**config.mk**
```make
export PLATFORM = sky130hd
export DESIGN_NAME = ex_multicycle_ctrl
export DESIGN_NICKNAME = d
export VERILOG_FILES = /design/src/rtl/ex_multicycle_ctrl.sv
export SDC_FILE = /design/constraint.sdc
export NUM_CORES = 1
export LEC_CHECK = 0
export CORE_MARGIN = 4
export CORE_UTILIZATION = 47
export DETAILED_ROUTE_END_ITERATION = 12
export PLACE_DENSITY = 0.9
export SETUP_SLACK_MARGIN = 0.15
export SYNTH_ARGS = -nofsm -noshare
export SYNTH_HDL_FRONTEND = slang
export SYNTH_SLANG_ARGS = --single-unit
```
**constraint.sdc**
```tcl
create_clock -name clk -period 6.3 [get_ports clk]
set_input_delay 1.89 -clock clk [delete_from_list [all_inputs] [get_ports clk]]
set_output_delay 1.89 -clock clk [all_outputs]
set_load 0.05 [all_outputs]
```
**src/rtl/ex_multicycle_ctrl.sv**
```systemverilog
// EX-stage multi-cycle sequencer: 2-cycle MADD/MSUB accumulate and DIV/DIVU divider handshake.
// Sole source of the EX stall request; cnt_o is the accumulate phase fed back through EX/MEM.
module ex_multicycle_ctrl #(
  parameter int unsigned DIV_TIMEOUT = 40,
  parameter int unsigned CNT_W       = 6
) (
  input  logic       clk,
  input  logic       rst,
  input  logic [7:0] aluop_i,
  input  logic       div_zero_i,
  input  logic       div_ready_i,
  input  logic       hold_i,
  input  logic       flush_i,
  output logic [1:0] cnt_o,
  output logic       stallreq_o,
  output logic       div_start_o,
  output logic       div_annul_o,
  output logic       div_err_o
);

  localparam int unsigned ALUOP_W = 8;

  localparam logic [ALUOP_W-1:0] EXE_MADD_OP  = 8'b1010_0110;
  localparam logic [ALUOP_W-1:0] EXE_MADDU_OP = 8'b1010_1000;
  localparam logic [ALUOP_W-1:0] EXE_MSUB_OP  = 8'b1010_1010;
  localparam logic [ALUOP_W-1:0] EXE_MSUBU_OP = 8'b1010_1011;
  localparam logic [ALUOP_W-1:0] EXE_DIV_OP   = 8'b0001_1010;
  localparam logic [ALUOP_W-1:0] EXE_DIVU_OP  = 8'b0001_1011;

  typedef enum logic [1:0] {
    IDLE     = 2'd0,
    MAC1     = 2'd1,
    DIV_WAIT = 2'd2
  } state_e;

  state_e             state_q, state_d;
  logic [CNT_W-1:0]   wait_cnt_q, wait_cnt_d;
  logic               div_err_q, div_err_d;
  logic               is_mac, is_div, timeout;

  assign is_mac  = (aluop_i == EXE_MADD_OP)  || (aluop_i == EXE_MADDU_OP) ||
                   (aluop_i == EXE_MSUB_OP)  || (aluop_i == EXE_MSUBU_OP);
  assign is_div  = (aluop_i == EXE_DIV_OP)   || (aluop_i == EXE_DIVU_OP);
  assign timeout = (wait_cnt_q == CNT_W'(DIV_TIMEOUT - 1));

  always_ff @(posedge clk) begin
    if (!rst) begin
      state_q    <= IDLE;
      wait_cnt_q <= '0;
      div_err_q  <= 1'b0;
    end else begin
      state_q    <= state_d;
      wait_cnt_q <= wait_cnt_d;
      div_err_q  <= div_err_d;
    end
  end

  always_comb begin
    state_d     = state_q;
    wait_cnt_d  = wait_cnt_q;
    div_err_d   = div_err_q;
    cnt_o       = 2'b00;
    stallreq_o  = 1'b0;
    div_start_o = 1'b0;
    div_annul_o = 1'b0;

    case (state_q)
      IDLE: begin
        if (is_mac) begin
          stallreq_o = 1'b1;
          state_d    = MAC1;
        end else if (is_div && !div_zero_i) begin
          stallreq_o = 1'b1;
          state_d    = DIV_WAIT;
          wait_cnt_d = '0;
        end
      end
      MAC1: begin
        cnt_o   = 2'b01;
        state_d = IDLE;
      end
      DIV_WAIT: begin
        div_start_o = 1'b1;
        stallreq_o  = !div_ready_i;
        if (div_ready_i) begin
          state_d = IDLE;
        end else if (timeout) begin
          div_annul_o = 1'b1;
          stallreq_o  = 1'b0;
          div_err_d   = 1'b1;
          state_d     = IDLE;
        end else begin
          wait_cnt_d = wait_cnt_q + CNT_W'(1);
        end
      end
      default: state_d = IDLE;
    endcase

    // A held stage freezes everything; the abort pulse is deferred until the hold lifts.
    if (hold_i) begin
      state_d     = state_q;
      wait_cnt_d  = wait_cnt_q;
      div_err_d   = div_err_q;
      div_annul_o = 1'b0;
    end

    if (flush_i) begin
      state_d     = IDLE;
      wait_cnt_d  = '0;
      div_err_d   = div_err_q;
      stallreq_o  = 1'b0;
      div_annul_o = (state_q == DIV_WAIT);
    end
  end

  assign div_err_o = div_err_q;

endmodule

```
==> results of run 1 <==
-- layer usage --
metal  part of all wire (%)  up-vias  global-route usage, %  routed length (um)
li1                       -      316                      -                   -
met1                     46      301                   20.6                 696
met2                     47       23                   25.8                 717
met3                    6.2        2                   6.50                  94
met4                   0.40        0                   1.81                   6
met5                      0        -                      0                   0
-- area by class of cell --
class	count	share of cell area (%)
Timing Repair Buffer	18	21.1
Tap cell	14	2.11
Multi-Input combinational cell	59	50.9
Inverter	2	0.906
Sequential cell	9	21.8
Clock buffer	4	3.17
-- report_power, final --
part / total [mW] / internal, mW / switching (mW)
clock: 0.0438 / 0.0244 / 0.0195
sequential: 0.0570 / 0.0569 / 0.0000464
combinational: 0.0169 / 0.00953 / 0.00734
total: 0.118 / 0.0908 / 0.0268
-- flip-flops by register name, indices dropped and copies added (netlist names) --
name,count
div_err_o,1
wait_cnt_q,6
state_q,2
-- worst paths after layout --
| check | to | slack, ns | cells past startpoint |
|---|---|---|---|
| min | div_err_o | 0.48 | 1 |
| min reg2reg | div_err_o | 0.48 | 1 |
| max reg2reg | wait_cnt_q[2] | 4.63 | 5 |
| max | stallreq_o | 0.81 | 6 |
-- metrics by stage --
step,utilization (%),area (um2),setup WS (ns),power (mW)
floorplan,-,626,0.967,0.0647
global placement,67.6,802,0.888,0.0745
detailed placement,67.6,802,0.839,0.0749
CTS,69.8,828,0.821,0.119
global route,69.8,828,0.666,0.122
finish,69.8,828,0.812,0.118
-- cell usage in the layout, fill, tap and decap left out, types with 2 or more instances in the layout --
master,n
nand3_1,3
o31ai_1,2
a21oi_1,3
o21bai_1,2
clkbuf_4,3
nor2_1,4
or2_2,2
nor2b_1,2
nand3b_1,2
a311oi_1,2
a31oi_1,2
buf_4,2
nand2_1,5
nand4_1,2
dfxtp_1,9
nor3b_1,2
nand2b_1,3
clkdlybuf4s50_1,16
nor3_1,2
or4bb_1,2
inv_1,2
-- logic make-up after synthesis --
kind of cell | count (synthesis) | synth area share (%)
flip-flops | 9 | 28.8
other | 1 | 0.599
adder cells (fa/ha/maj) | 1 | 2.00
multiplexers | 1 | 1.60
AO/OA/AOI/OAI | 19 | 22.0
buffers and inverters | 5 | 3.80
AND/OR/NAND/NOR | 37 | 41.2
==> results_dict.tcl, run 1 <==
set metrics [dict create \
    io_pins 20 \
    drv_cap 0 \
    syn_area_per_cell_um2 8.57 \
    setup_viol 0 \
    cp_cell_sequence "clkdlybuf4s50_1, or4bb_1, a31oi_1, o21ai_0, a21oi_1, buf_4" \
    synth_fp_nets 88 \
    cts_resized 0 \
    slowest_stage "clkdlybuf4s50_1" \
    synth_edf_count 0 \
    dieArea_um2 1980 \
    cp_top_family "buffers and inverters" \
    fin_crit_ns 5.49 \
    finalSetupTns_ns 0 \
    critPathArrivalTime_ns 3.60 \
    synth_ff_type "dfxtp_1" \
    ff_latch_area_um2 180 \
    ir_drop_mv 0.139 \
    cp_max_fo 4 \
    root_buffer "clkbuf_4" \
    nets 108 \
    fmax_mhz 182 \
    clock_path_buffers 2 \
    synth-async-reset-ratio_pct 0 \
    dr.pass1.iters 4 \
    post-cts-setup-buffer-count 0 \
    fill_cells 98 \
    cp-end-kind "output pin" \
    syn-cell-area_um2 626 \
    yosysMostFrequentCell "dfxtp_1" \
    antenna_found_initial 0 \
    cts_buffers 3 \
    synth_seq_area_share_pct 28.8 \
    status "completed" \
    die_width_um 44.5 \
    remaining_drc_errors 0 \
    layout.cells.non_filler 106 \
    wire_per_inst_um 14.3 \
    cts_sinks 9 \
    synth_common_cells "dfxtp_1, nand2_1, nor2_1" \
    synthToLayoutAreaGrowth_pct 32.4 \
    yosysTopAreaCell "dfxtp_1" \
    port_buffers 18 \
    cts_hold_buf 0 \
    critPathLaunchType "input pin" \
    drive_gt1_share_pct 13.0 \
    synth-seq-cells 9 \
    rsz0062_at_grt "false" \
    grt_pass1_wl_um 2410 \
    h-tree-depth 1 \
    maxSlewViolCount 0 \
    reg2reg_from "wait_cnt_q[0]" \
    max_stage_delay_ns 0.51 \
    clk_latency_ns 0.26 \
    ys_types 40 \
    multiInputGateArea_um2 422 \
    finalHoldViolCount 0 \
    relSlewSlack_pct 65.1 \
    routed_via_density 6.06 \
    grt_max_degree 9 \
    first_global_vias 560 \
    tightest_slew_ns 0.522 \
    gp_congestion 0.740 \
    dp_cells 102 \
    core_um2 1190 \
    initial_core_util_pct 52.7 \
    hp-class "reg2reg" \
    antenna_cells 0 \
    grt.overflow.total 0 \
    cts_tree "yes" \
    route.vias.total 642 \
    period_share_pct 87.1 \
    hpwl_um 1220 \
    p_leak_nw 0.266 \
    synthCells 73 \
    clk_pin_slew_ns 0.06 \
    drt_wl_total_um 1520 \
    cp_num_buf_inv 2 \
    min_from "div_err_o" \
    synth_area_leaders "dfxtp_1, or4bb_1, nor4_4, nand2_1, nand2b_1" \
    worstSetupPathType "in2out" \
    die_h_um 44.5 \
    required_ns 4.41 \
    gr-usage-all-layers_pct 16.1 \
    drt_iter0_markers 13 \
    hold-worst-slack_ns 0.482 \
    synth.top_cell.area_share_pct 28.8 \
    ant_nets 0 \
    setup.worst_path.start "aluop_i[2]" \
    synth_warnings 0 \
    skew_ns 0.00165 \
    num_rows 12 \
    power.density_nw_per_um2 142 \
]
No activity file was read; power rests on OpenSTA's default activity.
==> run 2: changes to the inputs <==
CAP_MARGIN = 40   (was not set)
PLACE_DENSITY = 0.78   (was 0.9)
==> results_dict.tcl, run 2 (synthesized netlist as in run 1, its figures left out) <==
set metrics [dict create \
    root_buffer "clkbuf_4" \
    die_h_um 44.5 \
    die_width_um 44.5 \
    fin_crit_ns 5.45 \
    fin_total_pwr_uw 120 \
    cp_num_buf_inv 2 \
    largest_reg_flops 6 \
    routed_via_density 5.90 \
    initial_core_util_pct 52.7 \
    worstSetupPathType "in2out" \
    ant_nets 0 \
    maxSlewViolCount 0 \
    drt_wl_total_um 1460 \
    place_ws_ns 0.867 \
    final_common_cell "clkdlybuf4s50_1" \
    setup_slack_ns 0.849 \
    power.density_nw_per_um2 144 \
    hp-class "reg2reg" \
    cts_resized 0 \
    antenna_cells 0 \
    finalHoldViolCount 0 \
    cp_max_fo 4 \
    antenna_found_initial 0 \
    post-cts-setup-buffer-count 0 \
    clk_pin_slew_ns 0.05 \
    dr.pass1.iters 4 \
    clock_path_buffers 2 \
    slowest_stage "clkdlybuf4s50_1" \
    num_rows 12 \
    drt_iter0_markers 11 \
    relSlewSlack_pct 65.2 \
    port_buffers 18 \
    cts_tree "yes" \
    remaining_drc_errors 0 \
    cp_top_family "buffers and inverters" \
    synthToLayoutAreaGrowth_pct 32.4 \
    fmax_mhz 183 \
    final_cell_mix "clkdlybuf4s50_1, dfxtp_1, nand2_1, nor2_1" \
    largest-register "wait_cnt_q" \
    gp_congestion 0.726 \
    setup_viol 0 \
    critPathLaunchType "input pin" \
    drv_cap 0 \
    cp_cell_sequence "clkdlybuf4s50_1, or4bb_1, a31oi_1, o21ai_0, a21oi_1, buf_4" \
    critPathArrivalTime_ns 3.56 \
    route.vias.total 625 \
    cp-end-kind "output pin" \
    core_um2 1190 \
    wire_per_inst_um 13.8 \
    skew_ns 0.00765 \
    cts_buffers 3 \
    hpwl_um 1170 \
    dieArea_um2 1980 \
    h-tree-depth 1 \
    max_stage_delay_ns 0.51 \
    clk_latency_ns 0.27 \
    cts_hold_buf 0 \
    gr-usage-all-layers_pct 17.5 \
    grt.overflow.total 0 \
    rsz0062_at_grt "false" \
    finalSetupTns_ns 0 \
    required_ns 4.41 \
    grt_max_degree 9 \
    drive_gt1_share_pct 13.0 \
    ir_drop_mv 0.149 \
    status "completed" \
    period_share_pct 86.5 \
    first_global_vias 600 \
    io_pins 20 \
    p_leak_nw 0.266 \
    cts_sinks 9 \
    grt_pass1_wl_um 2540 \
    tightest_slew_ns 0.522 \
    nets 108 \
]
## run 2: cell counts in the layout (fill, tap and decap cells not counted)
No cell type changed its count.
## run 2: power by group
part | switching, mW | leakage, nW | internal (mW)
Combinational | 0.00707 | 0.178 | 0.00952
Sequential | 0.0000494 | 0.0724 | 0.0569
Clock | 0.0215 | 0.0150 | 0.0245
Total | 0.0286 | 0.266 | 0.0909
## run 2: cell type report
class | count | area [um2]
flip-flops and latches | 9 | 180
well taps | 14 | 17.5
multi-input cells | 59 | 422
fillers | 97 | 358
repair buffers | 18 | 175
inverters | 2 | 7.51
clock buffers | 4 | 26.3
## run 2: worst register-to-register path: cells and delay by family, from the launching register on
| kind | cells | cell delay [ns] |
|---|---|---|
| compound gates | 2 | 0.59 |
| flops | 1 | 0.37 |
| simple gates | 2 | 0.39 |
| fa+ha+maj | 1 | 0.22 |
## run 2: through the flow
step / hold WS, ns / std cells / utilization [%] / area (um2)
after floorplan: 0.452 / 73 / - / 626
after global placement: 0.456 / 102 / 67.6 / 802
after detailed placement: 0.458 / 102 / 67.6 / 802
after CTS: 0.466 / 106 / 69.8 / 828
after global routing: 0.511 / 106 / 69.8 / 828
final: 0.465 / 106 / 69.8 / 828
## run 2: path summary, 6_finish.rpt
check                      from             to  slack, ns  cells after the start
setup / recovery     aluop_i[2]     stallreq_o       0.85                      6
hold / removal        div_err_o      div_err_o       0.46                      1
setup reg to reg  wait_cnt_q[0]  wait_cnt_q[2]       4.65                      5
hold reg to reg       div_err_o      div_err_o       0.46                      1
## run 2: per-layer routing
metal	track usage [%]	part of all wire, %
met5	0	0
met1	20.6	46
met3	6.91	5.2
met4	9.04	1.7
met2	27.2	47
